==> src/rtl/sample_readout_seq_pkg.sv <==
// sample_readout_seq_pkg: shared state encoding, default geometry and byte width
// for the sample RAM readout sequencer.
package sample_readout_seq_pkg;

    localparam int DEF_RAM_WIDTH = 10;
    localparam int DEF_NCHAN     = 4;
    localparam int BYTE_W        = 8;

    typedef enum logic [2:0] {
        IDLE,
        WAITRDY,
        SELCH,
        ADDR,
        READ,
        SEND,
        CSUM,
        FIN
    } state_e;

    // Width of a channel index; never zero so a single-channel build still has a port.
    function automatic int chan_w(input int nchan);
        return (nchan > 1) ? $clog2(nchan) : 1;
    endfunction

endpackage

==> src/rtl/sample_readout_seq_if.sv <==
// sample_readout_seq_if: sample RAM read port plus the valid/ready byte stream
// towards the host transmit path.
interface sample_readout_seq_if import sample_readout_seq_pkg::*; #(
    parameter int RAM_WIDTH = DEF_RAM_WIDTH,
    parameter int NCHAN     = DEF_NCHAN
);

    logic                    rden;
    logic [RAM_WIDTH-1:0]    rdaddress;
    logic [BYTE_W*NCHAN-1:0] rd_data;
    logic [BYTE_W-1:0]       out_data;
    logic                    out_valid;
    logic                    out_ready;

    modport master (
        output rden,
        output rdaddress,
        input  rd_data,
        output out_data,
        output out_valid,
        input  out_ready
    );

    modport slave (
        input  rden,
        input  rdaddress,
        output rd_data,
        input  out_data,
        input  out_valid,
        output out_ready
    );

endinterface

==> src/rtl/sample_readout_seq_chan_pick.sv <==
// readout_chan_pick: lowest channel at or above cur whose mask bit is set;
// none_o flags that no such channel remains.
module readout_chan_pick import sample_readout_seq_pkg::*; #(
    parameter int NCHAN = DEF_NCHAN,
    parameter int CHW   = chan_w(DEF_NCHAN)
) (
    input  logic [NCHAN-1:0] mask_i,
    input  logic [CHW:0]     cur_i,
    output logic [CHW-1:0]   ch_o,
    output logic             none_o
);

    always_comb begin
        ch_o   = '0;
        none_o = 1'b1;
        for (int i = NCHAN - 1; i >= 0; i--) begin
            if (mask_i[i] && (CHW + 1)'(i) >= cur_i) begin
                ch_o   = CHW'(i);
                none_o = 1'b0;
            end
        end
    end

endmodule

==> src/rtl/sample_readout_seq.sv <==
// sample_readout_seq: after a capture completes, streams the selected channels' samples
// from the circular RAM (pre-trigger origin first), then pulses done/rearm.
// Define READOUT_CHECKSUM_EN to append the 8-bit sum of all sent sample bytes as a trailer.
module sample_readout_seq import sample_readout_seq_pkg::*; #(
    parameter int RAM_WIDTH = DEF_RAM_WIDTH,
    parameter int NCHAN     = DEF_NCHAN
) (
    input  logic                 clk,
    input  logic                 rstn,
    input  logic                 start_i,
    input  logic                 data_ready_i,
    input  logic [RAM_WIDTH-1:0] trig_addr_i,
    input  logic [RAM_WIDTH-1:0] pretrig_i,
    input  logic [RAM_WIDTH-1:0] nsmp_i,
    input  logic [NCHAN-1:0]     chan_mask_i,
    output logic                 busy_o,
    output logic                 done_o,
    output logic                 rearm_o,
    sample_readout_seq_if.master bus
);

    localparam int CHW = chan_w(NCHAN);

    state_e               state_q;
    logic [RAM_WIDTH-1:0] base_q;
    logic [RAM_WIDTH-1:0] nsmp_q;
    logic [RAM_WIDTH-1:0] idx_q;
    logic [RAM_WIDTH-1:0] rdaddress_q;
    logic [NCHAN-1:0]     mask_q;
    logic [CHW:0]         cur_q;
    logic [CHW-1:0]       ch_q;
    logic [CHW-1:0]       pick_ch;
    logic                 pick_none;
    logic [BYTE_W-1:0]    out_data_q;
    logic                 rden_q;
    logic                 out_valid_q;
    logic                 busy_q;
    logic                 done_q;
    logic                 rearm_q;
`ifdef READOUT_CHECKSUM_EN
    logic [BYTE_W-1:0]    csum_q;
`endif

    readout_chan_pick #(
        .NCHAN (NCHAN),
        .CHW   (CHW)
    ) u_pick (
        .mask_i (mask_q),
        .cur_i  (cur_q),
        .ch_o   (pick_ch),
        .none_o (pick_none)
    );

    always_ff @(posedge clk) begin
        if (!rstn) begin
            state_q     <= IDLE;
            base_q      <= '0;
            nsmp_q      <= '0;
            idx_q       <= '0;
            rdaddress_q <= '0;
            mask_q      <= '0;
            cur_q       <= '0;
            ch_q        <= '0;
            out_data_q  <= '0;
            rden_q      <= 1'b0;
            out_valid_q <= 1'b0;
            busy_q      <= 1'b0;
            done_q      <= 1'b0;
            rearm_q     <= 1'b0;
`ifdef READOUT_CHECKSUM_EN
            csum_q      <= '0;
`endif
        end else begin
            rden_q  <= 1'b0;
            done_q  <= 1'b0;
            rearm_q <= 1'b0;
            case (state_q)
                IDLE: begin
                    if (start_i) begin
                        base_q  <= trig_addr_i - pretrig_i;
                        nsmp_q  <= nsmp_i;
                        mask_q  <= chan_mask_i;
                        busy_q  <= 1'b1;
                        state_q <= WAITRDY;
`ifdef READOUT_CHECKSUM_EN
                        csum_q  <= '0;
`endif
                    end
                end
                WAITRDY: begin
                    if (data_ready_i) begin
                        cur_q   <= '0;
                        state_q <= SELCH;
                    end
                end
                // nsmp of zero is treated like an empty mask so idx never has to count down from it
                SELCH: begin
                    if (pick_none || nsmp_q == '0) begin
`ifdef READOUT_CHECKSUM_EN
                        out_data_q  <= csum_q;
                        out_valid_q <= 1'b1;
                        state_q     <= CSUM;
`else
                        done_q      <= 1'b1;
                        rearm_q     <= 1'b1;
                        busy_q      <= 1'b0;
                        state_q     <= FIN;
`endif
                    end else begin
                        ch_q        <= pick_ch;
                        idx_q       <= '0;
                        rdaddress_q <= base_q;
                        rden_q      <= 1'b1;
                        state_q     <= ADDR;
                    end
                end
                ADDR: state_q <= READ;
                READ: begin
                    out_data_q  <= bus.rd_data[ch_q*BYTE_W +: BYTE_W];
                    out_valid_q <= 1'b1;
                    state_q     <= SEND;
                end
                SEND: begin
                    if (bus.out_ready) begin
                        out_valid_q <= 1'b0;
                        idx_q       <= idx_q + 1'b1;
`ifdef READOUT_CHECKSUM_EN
                        csum_q      <= csum_q + out_data_q;
`endif
                        if (idx_q == nsmp_q - 1'b1) begin
                            cur_q   <= (CHW + 1)'(ch_q) + 1'b1;
                            state_q <= SELCH;
                        end else begin
                            rdaddress_q <= base_q + idx_q + 1'b1;
                            rden_q      <= 1'b1;
                            state_q     <= ADDR;
                        end
                    end
                end
`ifdef READOUT_CHECKSUM_EN
                CSUM: begin
                    if (bus.out_ready) begin
                        out_valid_q <= 1'b0;
                        done_q      <= 1'b1;
                        rearm_q     <= 1'b1;
                        busy_q      <= 1'b0;
                        state_q     <= FIN;
                    end
                end
`endif
                FIN: state_q <= IDLE;
                default: state_q <= IDLE;
            endcase
        end
    end

    assign bus.rden      = rden_q;
    assign bus.rdaddress = rdaddress_q;
    assign bus.out_data  = out_data_q;
    assign bus.out_valid = out_valid_q;
    assign busy_o        = busy_q;
    assign done_o        = done_q;
    assign rearm_o       = rearm_q;

endmodule

==> src/flat_wrapper.sv <==
// flat-port wrapper written by rule: the top's interface ports become plain ports
module sample_readout_seq_flat import sample_readout_seq_pkg::*;
#(
    parameter int RAM_WIDTH = DEF_RAM_WIDTH,
    parameter int NCHAN     = DEF_NCHAN
)
  (clk, rstn, start_i, data_ready_i, trig_addr_i, pretrig_i, nsmp_i, chan_mask_i, busy_o, done_o, rearm_o, bus_rden, bus_rdaddress, bus_rd_data, bus_out_data, bus_out_valid, bus_out_ready);
  sample_readout_seq_if #(.RAM_WIDTH(RAM_WIDTH), .NCHAN(NCHAN)) bus_i ();
  input  logic clk;
  input  logic rstn;
  input  logic start_i;
  input  logic data_ready_i;
  input  logic [RAM_WIDTH-1:0] trig_addr_i;
  input  logic [RAM_WIDTH-1:0] pretrig_i;
  input  logic [RAM_WIDTH-1:0] nsmp_i;
  input  logic [NCHAN-1:0] chan_mask_i;
  output logic busy_o;
  output logic done_o;
  output logic rearm_o;
  output wire logic [$bits(bus_i.rden)-1:0] bus_rden;
  output wire logic [$bits(bus_i.rdaddress)-1:0] bus_rdaddress;
  input wire logic [$bits(bus_i.rd_data)-1:0] bus_rd_data;
  output wire logic [$bits(bus_i.out_data)-1:0] bus_out_data;
  output wire logic [$bits(bus_i.out_valid)-1:0] bus_out_valid;
  input wire logic [$bits(bus_i.out_ready)-1:0] bus_out_ready;
  assign bus_rden = bus_i.rden;
  assign bus_rdaddress = bus_i.rdaddress;
  assign bus_i.rd_data = bus_rd_data;
  assign bus_out_data = bus_i.out_data;
  assign bus_out_valid = bus_i.out_valid;
  assign bus_i.out_ready = bus_out_ready;
  sample_readout_seq #(.RAM_WIDTH(RAM_WIDTH), .NCHAN(NCHAN)) u_core (.clk(clk), .rstn(rstn), .start_i(start_i), .data_ready_i(data_ready_i), .trig_addr_i(trig_addr_i), .pretrig_i(pretrig_i), .nsmp_i(nsmp_i), .chan_mask_i(chan_mask_i), .busy_o(busy_o), .done_o(done_o), .rearm_o(rearm_o), .bus(bus_i));
endmodule
==> config.mk <==
export PLATFORM = sky130hd
export DESIGN_NAME = sample_readout_seq_flat
export DESIGN_NICKNAME = d
export VERILOG_FILES = /design/src/rtl/sample_readout_seq_pkg.sv /design/src/rtl/sample_readout_seq_if.sv /design/src/rtl/sample_readout_seq_chan_pick.sv /design/src/rtl/sample_readout_seq.sv /design/src/flat_wrapper.sv
export SDC_FILE = /design/constraint.sdc
export NUM_CORES = 1
export LEC_CHECK = 0
export ABC_AREA = 1
export BUFFER_PORTS_ARGS = -buffer_cell sky130_fd_sc_hd__buf_2
export CAP_MARGIN = 40
export CORE_MARGIN = 2
export CORE_UTILIZATION = 48
export CTS_CLUSTER_SIZE = 30
export DETAILED_ROUTE_END_ITERATION = 7
export HOLD_SLACK_MARGIN = 0.1
export PLACE_DENSITY_LB_ADDON = 0.08
export RECOVER_POWER = 100
export REMOVE_ABC_BUFFERS = 1
export SLEW_MARGIN = 15
export SYNTH_ARGS = -nofsm -noshare
export SYNTH_HDL_FRONTEND = slang
export SYNTH_SLANG_ARGS = --single-unit
==> constraint.sdc <==
create_clock -name clk -period 2 [get_ports clk]
set_input_delay 0.1 -clock clk [delete_from_list [all_inputs] [get_ports clk]]
set_output_delay 0.1 -clock clk [all_outputs]
set_load 0.1 [all_outputs]
# ---- Yosys cells after proc, flatten, opt, wreduce, memory -nomap -nowiden
# Index checks and enable logic that the tools add are counted.
dict set report totals {
  word_cells 93
  out_inout_bits 23
  regBits 64
}
dict set report op_classes {
  n_eq_ne 13
  add_sub_neg 6
  mux 35
  n_lt_le_gt_ge 4
  n_reduce_logical 20
  bitwise 1
  shift 1
}
# cell count
set op_table {}
lappend op_table {{$mux W10} 5}
lappend op_table {{$pmux W10 S2} 2}
lappend op_table {{$shiftx A32 B6 Y8} 1}
lappend op_table {{$mux W3} 7}
lappend op_table {{$add A10 B1 Y10 const B} 2}
lappend op_table {{$pmux W3 S6} 1}
lappend op_table {{$mux W1} 12}
lappend op_table {{$add A10 B10 Y10} 1}
lappend op_table {{$eq A10 B10 Y1} 1}
lappend op_table {{$logic_not A10 Y1} 1}
lappend op_table {{$ne A2 B2 Y1 const B} 5}
lappend op_table {{$sub A10 B1 Y10 const B} 1}
lappend op_table {{$sub A10 B10 Y10} 1}
lappend op_table {{$reduce_and A3 Y1} 3}
lappend op_table {{$mux W2} 4}
lappend op_table {{$reduce_and A2 Y1} 4}
lappend op_table {{$reduce_and A4 Y1} 2}
lappend op_table {{$reduce_bool A2 Y1} 4}
lappend op_table {{$eq A3 B2 Y1 const B} 2}
lappend op_table {{$eq A3 B3 Y1 const B} 2}
lappend op_table {{$ge A1 B3 Y1 const A} 2}
lappend op_table {{$ge A2 B3 Y1 const A} 2}
lappend op_table {{$pmux W1 S2} 3}
lappend op_table {{$pmux W3 S2} 1}
lappend op_table {{other kinds (7)} 11}

# ---- Depth between registers and ports, before layout
# Gate-level depths: netlist (run 1).
dict set report logic_depth {
  depth_word 9
  depth_mapped 16
  mapped_depth_nobuf 16
}

# ---- Modules after synthesis
# Synthesis (run 1) repeated with hierarchy kept, for this count alone.
dict set report unflattened {
  cells_unflattened 629
  hier_area_um2 4176.5
}
# mod seq_area_each_um2 n_inst area_per_inst_um2 cells_each
set by_module_without_submodules {}
lappend by_module_without_submodules {sample_readout_seq 1281.2 1 4098.9 612}
lappend by_module_without_submodules {readout_chan_pick 0.0 1 77.6 17}

# ---- Worst setup path before layout (run 1)
# No wires, ideal clock.
dict set report synth_timing {
  kind {register to register}
  from {reg u_core.idx_q[0]}
  to {reg u_core.rdaddress_q[6], in the netlist u_core.bus.rdaddress[6]}
  stages_incl_launch_ff 13
  setup_time_ps 115
  t_arrival_ps 1701
  path_slack_ps 184
  n_path_buf 0
  cell_sequence {dfxtp_1 -> inv_1 -> ha_1 -> inv_1 -> fa_1 -> nand3_1 -> nand2_1 -> a21oi_1 -> or2_2 -> nand3_1 -> o21ai_0 -> nor2_1 -> nor2_1}
}
dict set report synth_via {
  elab_chain_len 5
  word_cells_on_any_way 8
  cone_classes {add/sub (2); eq/ne (2); mux (3); reduce/logical (1)}
}
# element line_no
set synth_lines {}
lappend synth_lines {{start: declaration} sample_readout_seq.sv:27} ;# logic [RAM_WIDTH-1:0] idx_q;
lappend synth_lines {{start signal: assignment} sample_readout_seq.sv:126} ;# idx_q <= idx_q + 1'b1;
lappend synth_lines {{$add A10 B10 Y10} sample_readout_seq.sv:134} ;# rdaddress_q <= base_q + idx_q + 1'b1;
lappend synth_lines {{$add A10 B1 Y10} sample_readout_seq.sv:134}
lappend synth_lines {{$mux W10} sample_readout_seq.sv:130} ;# if (idx_q == nsmp_q - 1'b1) begin
lappend synth_lines {{$mux W10} sample_readout_seq.sv:124} ;# if (bus.out_ready) begin
lappend synth_lines {{$pmux W10 S2} sample_readout_seq.sv:77} ;# case (state_q)
lappend synth_lines {{end signal: assignment} sample_readout_seq.sv:112} ;# rdaddress_q <= base_q;
lappend synth_lines {{end signal: assignment} sample_readout_seq.sv:134}
lappend synth_lines {{end: declaration} sample_readout_seq.sv:28} ;# logic [RAM_WIDTH-1:0] rdaddress_q;
# Several ways; a longest one is shown, not always the timed one. The select of a mux whose other input is x is not followed.
# A chain may end at the register's enable or synchronous reset.

# ---- Final worst setup path (run 1)
dict set report layout_timing {
  from {reg u_core.nsmp_q[1]}
  to {reg u_core.rdaddress_q[1], in the netlist u_core.bus.rdaddress[1]}
}
dict set report layout_via {
  elab_chain_len 4
  word_cells_on_any_way 7
  cone_classes {add/sub (1); eq/ne (3); reduce/logical (3)}
}
# element line_no
set layout_lines {}
lappend layout_lines {{start: declaration} sample_readout_seq.sv:26} ;# logic [RAM_WIDTH-1:0] nsmp_q;
lappend layout_lines {{start signal: assignment} sample_readout_seq.sv:81} ;# nsmp_q <= nsmp_i;
lappend layout_lines {{$sub A10 B1 Y10 or $logic_not A10 Y1 (tied branches)} {sample_readout_seq.sv:130, sample_readout_seq.sv:98}}
lappend layout_lines {{$eq A10 B10 Y1 or $logic_or A1 B1 Y1 (tied branches)} {sample_readout_seq.sv:130, sample_readout_seq.sv:98}}
lappend layout_lines {{$ne A2 B2 Y1 (no line)} n/a}
lappend layout_lines {{$reduce_and A4 Y1 (no line) *} n/a}
# Every way passes the cells marked *; elsewhere a longest branch is shown, timed or not.

==> out/qor_table.md, run 1 <==
| Quantity | Reported | Unit |
|:---|:---|:---|
| Average vias per placed instance | 5.11 | - |
| Synth warn | 0 | - |
| Final antenna diode count | 0 | - |
| Flip-flop and latch count after synthesis | 64 | - |
| Beginning of the worst hold path | start_i | - |
| Detailed placer's ending HPWL | 7.95 | mm |
| Register area share after synthesis | 0.312 | - |
| Category of the most critical setup path | flop to flop | - |
| H-tree depth | 3 | - |
| Largest cells by area after synthesis | sky130_fd_sc_hd__dfxtp_1 31%, sky130_fd_sc_hd__nand2_1 10%, sky130_fd_sc_hd__o21ai_0 8.5% | - |
| Family with the most delay on the worst path | simple AND/OR/NAND/NOR gates | - |
| Placer congestion estimate | 0.885 | - |
| Power, Total | 6.20 | mW |
| Global-route wire length before repair | 17.6 | mm |
| Run status | finished clean | - |
| Pin count of the biggest net entering global routing | 37 | - |
| Floorplan die height | 96.4 | um |
| Startpoint types | flop | - |
| Final critical-path share of the clock period | 0.968 | - |
| Routed length per placed instance | 12.9 | um |
| Global-route usage over all layers | 0.239 | - |
| Crit path time final | 1940 | ps |
| Via count of the first global-routing pass | 3997 | - |
| Internal power consumption | 3.29 | mW |
| Sequence of cells on the critical path | inv_2, ha_4, inv_2, nand2_1, nand2_1, nor2_1, nand3_1, nor2_2, nand3_2, nor2_4, nand2_2, nand2_4, nand2_8, o21ai_2, nor2_1 | - |
| Tightest Pin Transition | 1210 | ps |
| Leakage power | 2.54 | nW |
| TritonCTS buffer count | 9 | - |
| Required time at the endpoint of the critical path | 2250 | ps |
| Slowest stage cell on the critical path | sky130_fd_sc_hd__dfxtp_2 | - |
| Buffer type at the clock tree root | sky130_fd_sc_hd__clkbuf_8 | - |
| Reg-to-Reg Start | u_core.nsmp_q[1]$_SDFFE_PN0P_ | - |
| Number of flops mapped to enable cells by yosys | 0 | - |
| Most common flop cell mapped by yosys | sky130_fd_sc_hd__dfxtp_1 | - |
| 1st-iter DRT viols | 131 | - |
| Seq pwr share | 0.290 | - |
| Switching part of the total power | 0.470 | - |
| Final-report setup violation count | 0 | - |
| Ys async rst share | 0 | - |
| Boundary pin count | 94 | - |
| RR Endpoint | u_core.bus.rdaddress[1]$_SDFFE_PN0P_ | - |
| Maximum buffer depth of the clock tree | 2 | - |
| Crit end category | flop | - |
| Global route overflow | 0 | - |
| Critical path arrival | 2190 | ps |
| Clock latency of the later-clocked register in the worst-skew pair | 350 | ps |
| Number of filler instances in the final layout | 797 | - |
| Largest incremental delay on the critical path | 360 | ps |
| P per Cell Area | 1170 | nW/um^2 |
| Hold Path Class | input pin to flop | - |
| Pre-Repair DR Iteration Count | 5 | - |
| DRC violation count after routing | 0 | - |
| Placeable core region | 8260 | um^2 |
| DR vias | 4369 | - |
| Hold Path Cell Cnt | 3 | - |
| Fraction of final layout cells sized beyond drive strength 1 | 0.207 | - |
| Layout Cell Area excl Fill | 5290 | um^2 |
| FP Rows | 33 | - |
| Net count, final | 839 | - |
| Worst setup skew after layout | 7.93 | ps |
| TritonCTS clock tree | yes | - |
| Final ANT Viol Nets | 0 | - |
| TritonCTS sink count | 64 | - |
| Setup TNS | 0 | ps |
| Max Clock Freq | 0.516 | GHz |
| Die area | 9300 | um^2 |
| Worst IR Drop VDD | 0.812 | mV |
| Number of antenna violations at the first check in global routing | 0 | - |
| Fraction of post-synthesis cell area in the top cell type by area | 0.312 | - |
| Logic depth of the worst register-to-register path | 15 | - |
| Portion of total power attributed to the clock network | 0.230 | - |
| Register-to-register setup slack | 60 | ps |
| Average cell area after synthesis | 6.57 | um^2 |
| Number of buffer and inverter instances along the worst setup path | 2 | - |
| DP Area | 4750 | um^2 |
| Clock slew at the register clock pins of the worst setup and hold paths | 80 | ps |
| Largest fanout on the critical path | 7 | - |
| Area growth syn-to-layout | 28.9 | % |
| Count of mapped cells out of synthesis | 624 | - |
| Switch Pwr | 2.92 | mW |
| Chip Width | 96.4 | um |
| Number of buffers added on ports | 93 | - |
| Overall routed net length | 11.0 | mm |
| RSZ-0062 raised after global routing | yes | - |
| Final Core Density | 0.640 | - |
| Starting Density | 0.497 | - |
| Synth unique cells | 39 | - |
| Max-cap violations | 0 | - |
| Number of slew-limit violations in the final report | 0 | - |
| Biggest area consumer among synthesized cells | sky130_fd_sc_hd__dfxtp_1 | - |
| WHS Endpoint | u_core.state_q[1]$_SDFFE_PN0P_ | - |
| Post-synth design cell area | 4100 | um^2 |
| Worst slew slack as a fraction of its limit | 0.200 | - |
| Final Hold Viols | 0 | - |
| Combinational group share of total power | 0.480 | - |
## logic make-up (layout without fill, tap and decap cells)
| logic type | count (synthesis) | after routing | synth area share |
|---|---|---|---|
| adder cells (fa/ha/maj) | 23 | 23 | 0.0738 |
| buffers and inverters | 105 | 230 | 0.0995 |
| AND/OR/NAND/NOR | 259 | 260 | 0.271 |
| flip-flops | 64 | 64 | 0.312 |
| XOR/XNOR | 19 | 19 | 0.0406 |
| AO/OA/AOI/OAI | 154 | 154 | 0.203 |
## what timing repair did
action	4_1_cts	5_1_grt
buffers inserted	0	1
pin swaps	1	23
setup endpoints to repair	10	22
resized for setup	3	41
endpoints found under the hold margin	15	0
hold buffers	15	0
cloned	0	2
## power by group through the flow
stage | Combinational [mW] | Clock (mW) | Sequential, mW
floorplan | 1.53 | 0 | 2.40
global placement | 2.73 | 0 | 1.81
detailed placement | 2.78 | 0 | 1.81
CTS | 2.84 | 1.45 | 1.79
global route | 3.31 | 1.50 | 1.84
finish | 2.98 | 1.43 | 1.80
## flip-flops by register name, summed over array words and instances (netlist names), 2 cells and up
name and flops:
u_core.bus.rdaddress 10, u_core.ch_q 2, u_core.idx_q 10, u_core.state_q 3, u_core.base_q 10, u_core.cur_q 3, u_core.nsmp_q 10, u_core.bus.out_data 8
u_core.mask_q 4
## per-stage QoR
step	hold slack [ps]	cells	setup WS, ps
floorplan	208	608	35.6
global placement	351	821	29.3
detailed placement	355	821	-25.7
CTS	104	852	1.64
global route	123	855	-44.5
finish	116	855	63.6
## synthesized netlist by cell type (all sizes together), types with 4 or more instances
cell type,n
nor2,94
nand4,4
inv,86
dfxtp,64
nor3,5
a21oi,49
xnor2,7
clkbuf,13
xor2,12
nand2,116
o21ai,79
ha,21
nand3,36
o21bai,6
o22ai,10
## worst max path at each step
stage                                         from  slack (ps)  cells after the start                                    to
finish               u_core.nsmp_q[1]$_SDFFE_PN0P_          60                     15  u_core.bus.rdaddress[1]$_SDFFE_PN0P_
global placement      u_core.idx_q[0]$_SDFFE_PN0P_          30                     12  u_core.bus.rdaddress[8]$_SDFFE_PN0P_
CTS                  u_core.nsmp_q[1]$_SDFFE_PN0P_           2                     16  u_core.bus.rdaddress[5]$_SDFFE_PN0P_
global route         u_core.nsmp_q[1]$_SDFFE_PN0P_         -40                     15  u_core.bus.rdaddress[1]$_SDFFE_PN0P_
floorplan           u_core.state_q[1]$_SDFFE_PN0P_          40                     10        u_core.state_q[0]$_SDFFE_PN0P_
detailed placement   u_core.nsmp_q[1]$_SDFFE_PN0P_         -30                     16  u_core.bus.rdaddress[3]$_SDFFE_PN0P_
## layer usage
| layer | track usage | vias up | share of wire | wire length (um) |
|---|---|---|---|---|
| met5 | 0 | - | 0 | 0 |
| met3 | 0.0434 | 14 | 0.051 | 557 |
| met1 | 0.289 | 1958 | 0.45 | 5000 |
| met2 | 0.432 | 117 | 0.48 | 5340 |
| met4 | 0.0704 | 0 | 0.011 | 116 |
| li1 | - | 2280 | - | - |
## cell usage in the layout, fill, tap and decap left out, drive strengths merged, types with 2 or more instances in the layout
cell / netlist / final
clkbuf: 13 / 32
o21ai: 79 / 79
o22ai: 10 / 10
or2: 2 / 2
a211oi: 3 / 3
bufinv: 0 / 3
nor3: 5 / 5
clkinv: 3 / 5
dlygate4sd3: 0 / 15
o21bai: 6 / 6
nand2: 116 / 117
fa: 2 / 2
inv: 86 / 89
buf: 3 / 86
nand3b: 2 / 2
ha: 21 / 21
xor2: 12 / 12
nand4: 4 / 4
xnor2: 7 / 7
dfxtp: 64 / 64
nand3: 36 / 36
nor2: 94 / 94
a21oi: 49 / 49
## area by class of cell
type | count | area [um^2] | area share
Timing Repair inverter | 1 | 8.76 | 0.00166
Tap cell | 105 | 131 | 0.0249
Timing Repair Buffer | 124 | 718 | 0.136
Clock buffer | 9 | 124 | 0.0234
Clock inverter | 7 | 128 | 0.0241
Multi-Input combinational cell | 456 | 2540 | 0.481
Inverter | 89 | 349 | 0.0660
Sequential cell | 64 | 1280 | 0.243
## worst min-delay path, stage by stage
cell and delay (ps):
sky130_fd_sc_hd__buf_2 90, sky130_fd_sc_hd__o21ai_0 100, sky130_fd_sc_hd__nor3_1 120
(Power assumes the default switching activity.)
==> inputs of run 2 (changes only) <==
--- a/config.mk
+++ b/config.mk
@@ -9,7 +9,7 @@
 export BUFFER_PORTS_ARGS = -buffer_cell sky130_fd_sc_hd__buf_2
 export CAP_MARGIN = 40
 export CORE_MARGIN = 2
-export CORE_UTILIZATION = 48
+export CORE_UTILIZATION = 55
 export CTS_CLUSTER_SIZE = 30
 export DETAILED_ROUTE_END_ITERATION = 7
 export HOLD_SLACK_MARGIN = 0.1
==> run 2 against run 1 <==
- sequential power about the same
- fmax is 1.8% lower
- sequential cell count unchanged
==> out/qor_table.md, run 2 (synthesis results as in run 1) <==
| Quantity | Reported | Unit | Delta |
|:---|:---|:---|:---|
| Global-route wire length before repair | 17.3 | mm | -1.5% |
| RR Endpoint | u_core.bus.rdaddress[4]$_SDFFE_PN0P_ | - |  |
| Average vias per placed instance | 5.18 | - | +1.4% |
| Boundary pin count | 94 | - | unchanged |
| Hold Path Cell Cnt | 5 | - | +2 |
| Leakage power | 2.51 | nW | -1.1% |
| TritonCTS sink count | 64 | - | unchanged |
| Clock slew at the register clock pins of the worst setup and hold paths | 80 | ps | about the same |
| Net count, final | 839 | - | unchanged |
| Overall routed net length | 10.7 | mm | -2.9% |
| Floorplan die height | 90.4 | um | -6.3% |
| TritonCTS clock tree | yes | - |  |
| Setup TNS | 0 | ps | unchanged |
| Pin count of the biggest net entering global routing | 37 | - | unchanged |
| DRC violation count after routing | 0 | - | unchanged |
| Buffer type at the clock tree root | sky130_fd_sc_hd__clkbuf_8 | - |  |
| Starting Density | 0.565 | - | +0.0688 |
| TritonCTS buffer count | 9 | - | unchanged |
| P per Cell Area | 1130 | nW/um^2 | -3.5% |
| Tightest Pin Transition | 1190 | ps | -12.2 ps |
| Final Hold Viols | 0 | - | unchanged |
| Via count of the first global-routing pass | 3962 | - | -0.88% |
| FP Rows | 31 | - | -6.1% |
| DP Area | 4730 | um^2 | -0.42% |
| Layout Cell Area excl Fill | 5200 | um^2 | -1.7% |
| Pre-Repair DR Iteration Count | 4 | - | -1 |
| Final ANT Viol Nets | 0 | - | unchanged |
| Category of the most critical setup path | flop to flop | - |  |
| Crit path time final | 1970 | ps | +34.7 ps |
| Leading cell types in the layout, fill and taps excluded | 108 x sky130_fd_sc_hd__nand2_1, 84 x sky130_fd_sc_hd__nor2_1, 81 x sky130_fd_sc_hd__inv_1 | - |  |
| Final antenna diode count | 0 | - | unchanged |
| Critical path arrival | 2250 | ps | +60 ps |
| Number of antenna violations at the first check in global routing | 0 | - | unchanged |
| Worst slew slack as a fraction of its limit | 0.208 | - | +0.00809 |
| Final-report setup violation count | 0 | - | unchanged |
| Fraction of final layout cells sized beyond drive strength 1 | 0.196 | - | -0.0107 |
| Maximum buffer depth of the clock tree | 2 | - | unchanged |
| Hold Path Class | input pin to flop | - |  |
| Run status | finished clean | - |  |
| Worst setup skew after layout | 11.2 | ps | +3.27 ps |
| Max Clock Freq | 0.507 | GHz | -1.8% |
| Chip Width | 90.4 | um | -6.3% |
| Global route overflow | 0 | - | unchanged |
| Reg-to-Reg Start | u_core.nsmp_q[1]$_SDFFE_PN0P_ | - |  |
| Logic depth of the worst register-to-register path | 16 | - | +1 |
| RSZ-0062 raised after global routing | yes | - |  |
| WHS Endpoint | u_core.bus.out_data[0]$_SDFFE_PN0P_ | - |  |
| Placer congestion estimate | 0.885 | - | about the same |
| Number of buffers added on ports | 93 | - | unchanged |
| Startpoint types | flop | - |  |
| Number of slew-limit violations in the final report | 0 | - | unchanged |
| Most frequent standard cell in the layout excluding fill and tap cells | sky130_fd_sc_hd__nand2_1 | - |  |
| Die area | 8160 | um^2 | -12% |
| Global-route usage over all layers | 0.255 | - | +0.0161 |
| Register-to-register setup slack | 30 | ps | -30 ps |
| DR vias | 4397 | - | +0.64% |
| Area growth syn-to-layout | 26.7 | % |  |
| Required time at the endpoint of the critical path | 2280 | ps | +30 ps |
| 1st-iter DRT viols | 216 | - | +65% |
| Detailed placer's ending HPWL | 7.81 | mm | -1.8% |
| Max-cap violations | 0 | - | unchanged |
| Largest fanout on the critical path | 6 | - | -1 |
| Worst IR Drop VDD | 0.850 | mV | +4.6% |
| Number of filler instances in the final layout | 666 | - | -16% |
| Clock latency of the later-clocked register in the worst-skew pair | 350 | ps | about the same |
| Crit end category | flop | - |  |
| Final critical-path share of the clock period | 0.986 | - | +0.0173 |
| Routed length per placed instance | 12.6 | um | -2.2% |
| Placeable core region | 7250 | um^2 | -12% |
| Beginning of the worst hold path | bus_rd_data[0] | - |  |
| Power, Total | 5.88 | mW | -5.2% |
| H-tree depth | 3 | - | unchanged |
## run 2: cell types whose count changed in the layout (fill, tap and decap cells not counted), sizes merged
cell / delta
clkbuf: +3
bufinv: -2
clkinvlp: +2
buf: -1
clkinv: -1
inv: -1
## run 2: repair_timing
action                                 in CTS  in global routing
endpoints found under the hold margin      15                  0
setup endpoints to repair                   5                 19
gates cloned                                0                  2
hold buffers                               15                  0
setup buffers                               0                  1
pin swaps                                   0                 20
resized for setup                           2                 32
## run 2: per-layer routing
metal | routed length (um) | GRT usage | share of wire | vias to the layer above
met3 | 510 | 0.0484 | 0.048 | 15
li1 | - | - | - | 2279
met4 | 151 | 0.0885 | 0.014 | 0
met1 | 4760 | 0.318 | 0.44 | 1984
met5 | 0 | 0 | 0 | -
met2 | 5280 | 0.442 | 0.49 | 119
## run 2: report_power, final
part           internal [mW]  leakage (nW)  switching [mW]  total [mW]
Clock                  0.639         0.101           0.525        1.16
Combinational          0.857          1.89            2.06        2.92
Sequential              1.57         0.523           0.233        1.80
Total                   3.07          2.51            2.82        5.88
## run 2: worst max path at each step
stage                                               from                                    to  slack (ps)  cells after the start
after global routing       u_core.nsmp_q[1]$_SDFFE_PN0P_  u_core.bus.rdaddress[1]$_SDFFE_PN0P_        -120                     16
after floorplan           u_core.state_q[1]$_SDFFE_PN0P_        u_core.state_q[0]$_SDFFE_PN0P_          40                     10
final                      u_core.nsmp_q[1]$_SDFFE_PN0P_  u_core.bus.rdaddress[4]$_SDFFE_PN0P_          30                     16
after detailed placement    u_core.idx_q[0]$_SDFFE_PN0P_  u_core.bus.rdaddress[8]$_SDFFE_PN0P_         -20                     12
after CTS                  u_core.nsmp_q[1]$_SDFFE_PN0P_  u_core.bus.rdaddress[4]$_SDFFE_PN0P_           9                     16
after global placement     u_core.nsmp_q[1]$_SDFFE_PN0P_  u_core.bus.rdaddress[3]$_SDFFE_PN0P_          50                     16
## run 2: cell type report
class | count | area, um^2 | area share
clock buffers | 11 | 151 | 0.0291
clock inverters | 5 | 55.1 | 0.0106
inverters | 89 | 342 | 0.0657
multi-input cells | 456 | 2530 | 0.486
flip-flops and latches | 64 | 1280 | 0.247
well taps | 99 | 124 | 0.0238
repair buffers | 124 | 704 | 0.136
repair inverters | 1 | 8.76 | 0.00169
## run 2: per-stage QoR
| stage | cells | utilization | worst slack, ps | hold slack, ps |
|---|---|---|---|---|
| 6_report | 849 | 0.716 | 28.9 | 127 |
| 3_5_place_dp | 815 | 0.652 | -20.9 | 362 |
| 2_1_floorplan | 608 | - | 35.6 | 208 |
| 4_1_cts | 846 | 0.702 | 9.39 | 115 |
| 3_3_place_gp | 815 | 0.652 | 50.1 | 350 |
| 5_1_grt | 849 | 0.716 | -123 | 138 |
## run 2: critical path, stage by stage (launching register included)
cell,delay [ps]
sky130_fd_sc_hd__dfxtp_2,360
sky130_fd_sc_hd__inv_2,60
sky130_fd_sc_hd__ha_4,260
sky130_fd_sc_hd__inv_2,30
sky130_fd_sc_hd__nand2_1,40
sky130_fd_sc_hd__nand2_1,40
sky130_fd_sc_hd__nor2_1,80
sky130_fd_sc_hd__nand3_1,80
sky130_fd_sc_hd__nor2_1,110
sky130_fd_sc_hd__nand3_1,110
sky130_fd_sc_hd__nor2_2,170
sky130_fd_sc_hd__nand2_2,90
sky130_fd_sc_hd__nand2_4,120
sky130_fd_sc_hd__nand2_8,110
sky130_fd_sc_hd__inv_8,100
sky130_fd_sc_hd__nor2_1,50
sky130_fd_sc_hd__nor2_1,90
==> inputs of run 3 (changes only) <==
--- a/config.mk
+++ b/config.mk
@@ -19,4 +19,5 @@
 export SLEW_MARGIN = 15
 export SYNTH_ARGS = -nofsm -noshare
 export SYNTH_HDL_FRONTEND = slang
+export SYNTH_HIERARCHICAL = 1
 export SYNTH_SLANG_ARGS = --single-unit
==> run 3 against run 2 <==
- die area rose by 1.7%
- synthesized area is 1.8% higher
- combinational power decreased by 2%
- cell area grew 0.99%
- first-iteration DRC count shrank 15%
- register-to-register slack better by 30 ps
- critical path depth down 8
- routed wire length grew 0.75%
- largest cell class unchanged
- largest power group unchanged
==> out/qor_table.md, run 3 <==
| Quantity | Reported | Unit | Delta |
|:---|:---|:---|:---|
| Switching part of the total power | 0.465 | - | -0.0138 |
| Portion of total power attributed to the clock network | 0.199 | - | about the same |
| Leakage power | 2.56 | nW | +1.9% |
| TritonCTS buffer count | 9 | - | unchanged |
| Reg-to-Reg Start | u_core/idx_q[2]$_SDFFE_PN0P_ | - |  |
| Ys async rst share | 0 | - | unchanged |
| Largest fanout on the critical path | 5 | - | -1 |
| Area share of fa/ha/maj cells after synthesis | 0.0725 | - | -0.00133 |
| Floorplan die height | 91.1 | um | +0.87% |
| Clock slew at the register clock pins of the worst setup and hold paths | 70 | ps | about the same |
| Register area share after synthesis | 0.307 | - | -0.00562 |
| Most frequent standard cell in the layout excluding fill and tap cells | sky130_fd_sc_hd__nand2_1 | - |  |
| Number of filler instances in the final layout | 664 | - | -0.30% |
| RSZ-0062 raised after global routing | yes | - |  |
| Routed length per placed instance | 12.6 | um | +0.28% |
| TritonCTS sink count | 64 | - | unchanged |
| Worst IR Drop VDD | 0.538 | mV | -37% |
| Hold Path Class | input pin to flop | - |  |
| Final-report setup violation count | 0 | - | unchanged |
| Boundary pin count | 94 | - | unchanged |
| Power, Total | 5.82 | mW | -1.2% |
| Average cell area after synthesis | 6.64 | um^2 | +1.0% |
| FP Rows | 31 | - | unchanged |
| Hold Path Cell Cnt | 3 | - | -2 |
| Most common flop cell mapped by yosys | sky130_fd_sc_hd__dfxtp_1 | - |  |
| Fraction of final layout cells sized beyond drive strength 1 | 0.215 | - | +0.0189 |
| Largest cells by area after synthesis | sky130_fd_sc_hd__dfxtp_1 31%, sky130_fd_sc_hd__nand2_1 9.2%, sky130_fd_sc_hd__inv_1 8.3% | - |  |
| Worst slew slack as a fraction of its limit | 0.204 | - | -0.00335 |
| Critical path arrival | 2200 | ps | -50 ps |
| Crit path time final | 1940 | ps | -30.7 ps |
| Buffer type at the clock tree root | sky130_fd_sc_hd__clkbuf_8 | - |  |
| Worst setup skew after layout | 12.3 | ps | +1.06 ps |
| Clock latency of the later-clocked register in the worst-skew pair | 340 | ps | about the same |
| RR Endpoint | u_core/bus.rdaddress[7]$_SDFFE_PN0P_ | - |  |
| Max Clock Freq | 0.515 | GHz | +1.6% |
| Flip-flop and latch count after synthesis | 64 | - | unchanged |
| Setup TNS | 0 | ps | unchanged |
| Post-Synth XOR/XNOR Area | 0.0410 | - | +0.000469 |
| Post-synth design cell area | 4180 | um^2 | +1.8% |
| Starting Density | 0.573 | - | +0.00729 |
| Global route overflow | 0 | - | unchanged |
| Leading cell types in the layout, fill and taps excluded | 98 x sky130_fd_sc_hd__nand2_1, 88 x sky130_fd_sc_hd__inv_1, 78 x sky130_fd_sc_hd__nor2_1 | - |  |
| H-tree depth | 3 | - | unchanged |
| Register-to-register setup slack | 60 | ps | +30 ps |
| Final ANT Viol Nets | 0 | - | unchanged |
| Internal power consumption | 3.11 | mW | +1.4% |
| Number of buffer and inverter instances along the worst setup path | 0 | - | -3 |
| Net count, final | 844 | - | +0.60% |
| Detailed placer's ending HPWL | 7.94 | mm | +1.7% |
| Synthesized-area fraction occupied by ao, oa, aoi and oai cells | 0.207 | - | +0.00444 |
| Largest incremental delay on the critical path | 410 | ps | +50 ps |
| Crit end category | flop | - |  |
| Pre-Repair DR Iteration Count | 4 | - | unchanged |
| Biggest area consumer among synthesized cells | sky130_fd_sc_hd__dfxtp_1 | - |  |
| Chip Width | 91.1 | um | +0.87% |
| Global-route usage over all layers | 0.260 | - | +0.00521 |
| Final antenna diode count | 0 | - | unchanged |
| Placeable core region | 7290 | um^2 | +0.53% |
| Area of the multi-input gates | 2500 | um^2 | -1.0% |
| Number of antenna violations at the first check in global routing | 0 | - | unchanged |
| Synth warn | 6 | - | +6 |
| Combinational group share of total power | 0.492 | - | -0.004 |
| Via count of the first global-routing pass | 4148 | - | +4.7% |
| Fraction of post-synthesis cell area in the top cell type by area | 0.307 | - | -0.00562 |
| Area growth syn-to-layout | 25.6 | % |  |
| Overall routed net length | 10.8 | mm | +0.75% |
| Synthesized-area fraction occupied by and/or/nand/nor cells | 0.260 | - | -0.0109 |
| Count of mapped cells out of synthesis | 629 | - | +0.80% |
| Die area | 8310 | um^2 | +1.7% |
| Proportion of synthesized area in mux cells | 0 | - | unchanged |
| Logic depth of the worst register-to-register path | 8 | - | -8 |
| Global-route wire length before repair | 17.7 | mm | +2.6% |
| Maximum buffer depth of the clock tree | 2 | - | unchanged |
| Tightest Pin Transition | 1200 | ps | +5.04 ps |
| Leading post-synthesis cells by instance count | 102 x sky130_fd_sc_hd__nand2_1, 92 x sky130_fd_sc_hd__inv_1, 79 x sky130_fd_sc_hd__nor2_1 | - |  |
| Number of slew-limit violations in the final report | 0 | - | unchanged |
| 1st-iter DRT viols | 183 | - | -15% |
| Final Hold Viols | 0 | - | unchanged |
| Beginning of the worst hold path | pretrig_i[1] | - |  |
| TritonCTS clock tree | yes | - |  |
| P per Cell Area | 1110 | nW/um^2 | -2.1% |
| Max-cap violations | 0 | - | unchanged |
| Run status | finished clean | - |  |
| Category of the most critical setup path | flop to flop | - |  |
| WHS Endpoint | u_core/base_q[1]$_SDFFE_PN0P_ | - |  |
| Number of flops mapped to enable cells by yosys | 0 | - | unchanged |
| Placer congestion estimate | 0.893 | - | +0.95% |
| Slowest stage cell on the critical path | sky130_fd_sc_hd__dfxtp_1 | - |  |
| Synth unique cells | 41 | - | +5.1% |
| Required time at the endpoint of the critical path | 2260 | ps | -20 ps |
| Switch Pwr | 2.70 | mW | -4.0% |
| DRC violation count after routing | 0 | - | unchanged |
| Number of buffers added on ports | 93 | - | unchanged |
| Average vias per placed instance | 5.14 | - | -0.67% |
| Startpoint types | flop | - |  |
| Pin count of the biggest net entering global routing | 30 | - | -19% |
| DR vias | 4388 | - | -0.20% |
| Sequence of cells on the critical path | ha_1, a21oi_1, o21ai_0, nand4_1, nand3_1, o21ai_0, nand3_1, a21oi_1 | - |  |
| Cell depth of the worst setup path | 8 | - | -8 |
| Family with the most delay on the worst path | compound AO/OA/AOI/OAI gates | - |  |
| Most common cell in the synthesized netlist | sky130_fd_sc_hd__nand2_1 | - |  |
| Main combinational cell family by area after synthesis | simple AND/OR/NAND/NOR gates | - |  |
| Final critical-path share of the clock period | 0.970 | - | -0.0154 |
| Seq pwr share | 0.309 | - | +0.003 |
| Combined flip-flop and latch cell area | 1280 | um^2 | about the same |
-- run 3: changes by cell type after synthesis, moves of 3 or more --
| cell | delta |
|---|---|
| sky130_fd_sc_hd__a21oi_1 | +7 |
| sky130_fd_sc_hd__inv_1 | +7 |
| sky130_fd_sc_hd__inv_2 | +7 |
| sky130_fd_sc_hd__nand2_1 | -8 |
| sky130_fd_sc_hd__nand2_4 | -3 |
| sky130_fd_sc_hd__nand3_1 | -4 |
| sky130_fd_sc_hd__nor2_1 | -9 |
| sky130_fd_sc_hd__nor3_2 | +4 |
| sky130_fd_sc_hd__o21ai_1 | +3 |
| sky130_fd_sc_hd__o21bai_1 | -3 |
-- run 3: kinds of logic after synthesis --
| family | after synthesis |
|---|---|
| AO/OA/AOI/OAI | 159 |
| XOR/XNOR | 18 |
| adder cells (fa/ha/maj) | 23 |
| buffers and inverters | 120 |
| flip-flops | 64 |
| AND/OR/NAND/NOR | 245 |
-- run 3: how the worst max path moves through the flow --
stage,from,slack [ps],to
finish,u_core/idx_q[2]$_SDFFE_PN0P_,60,u_core/bus.rdaddress[7]$_SDFFE_PN0P_
global placement,u_core/base_q[0]$_SDFFE_PN0P_,60,u_core/bus.rdaddress[8]$_SDFFE_PN0P_
detailed placement,u_core/nsmp_q[1]$_SDFFE_PN0P_,-7,u_core/bus.rdaddress[3]$_SDFFE_PN0P_
floorplan,u_core/idx_q[0]$_SDFFE_PN0P_,110,u_core/bus.rdaddress[6]$_SDFFE_PN0P_
global route,u_core/nsmp_q[1]$_SDFFE_PN0P_,-90,u_core/bus.rdaddress[9]$_SDFFE_PN0P_
CTS,u_core/nsmp_q[0]$_SDFFE_PN0P_,-0.8,u_core/bus.rdaddress[6]$_SDFFE_PN0P_
-- run 3: per-layer routing --
layer  part of all wire  global-route usage  vias up
li1                   -                   -     2292
met1               0.45               0.315     1959
met2               0.49               0.470      127
met3              0.055              0.0448       10
met4             0.0077              0.0795        0
met5                  0                   0        -
-- run 3: per-stage QoR --
step | area [um^2] | util | cells | setup slack [ps] | hold WS, ps
finish | 5250 | 0.720 | 853 | 59.7 | 116
global route | 5250 | 0.720 | 853 | -88.5 | 132
CTS | 5210 | 0.714 | 850 | -0.798 | 106
detailed placement | 4830 | 0.662 | 820 | -6.85 | 328
global placement | 4800 | 0.659 | 819 | 56.4 | 320
floorplan | 4100 | - | 612 | 109 | 224
-- run 3: cell type report --
class                           count  share of cell area
Inverter                          103              0.0758
Clock inverter                      2             0.00715
Clock buffer                       13              0.0322
Sequential cell                    64               0.245
Multi-Input combinational cell    445               0.477
Timing Repair Buffer              127               0.140
Tap cell                           99              0.0236
-- run 3: power groups by stage --
stage,clock (mW),combinational (mW),sequential [mW]
after detailed placement,0,2.78,1.80
after floorplan,0,1.49,2.37
after global placement,0,2.66,1.80
final,1.16,2.86,1.80
after global routing,1.23,3.19,1.83
after CTS,1.18,2.83,1.78
-- run 3: worst min-delay path: stages --
cell and delay (ps):
sky130_fd_sc_hd__buf_2 100, sky130_fd_sc_hd__fa_1 160, sky130_fd_sc_hd__a21oi_1 50
-- run 3: what timing repair did --
| item | in CTS | in global routing |
|---|---|---|
| setup endpoints to repair | 9 | 23 |
| hold buffers | 15 | 0 |
| pin swaps | 3 | 8 |
| endpoints found under the hold margin | 15 | 0 |
| setup buffers | 0 | 3 |
| resized for setup | 7 | 26 |
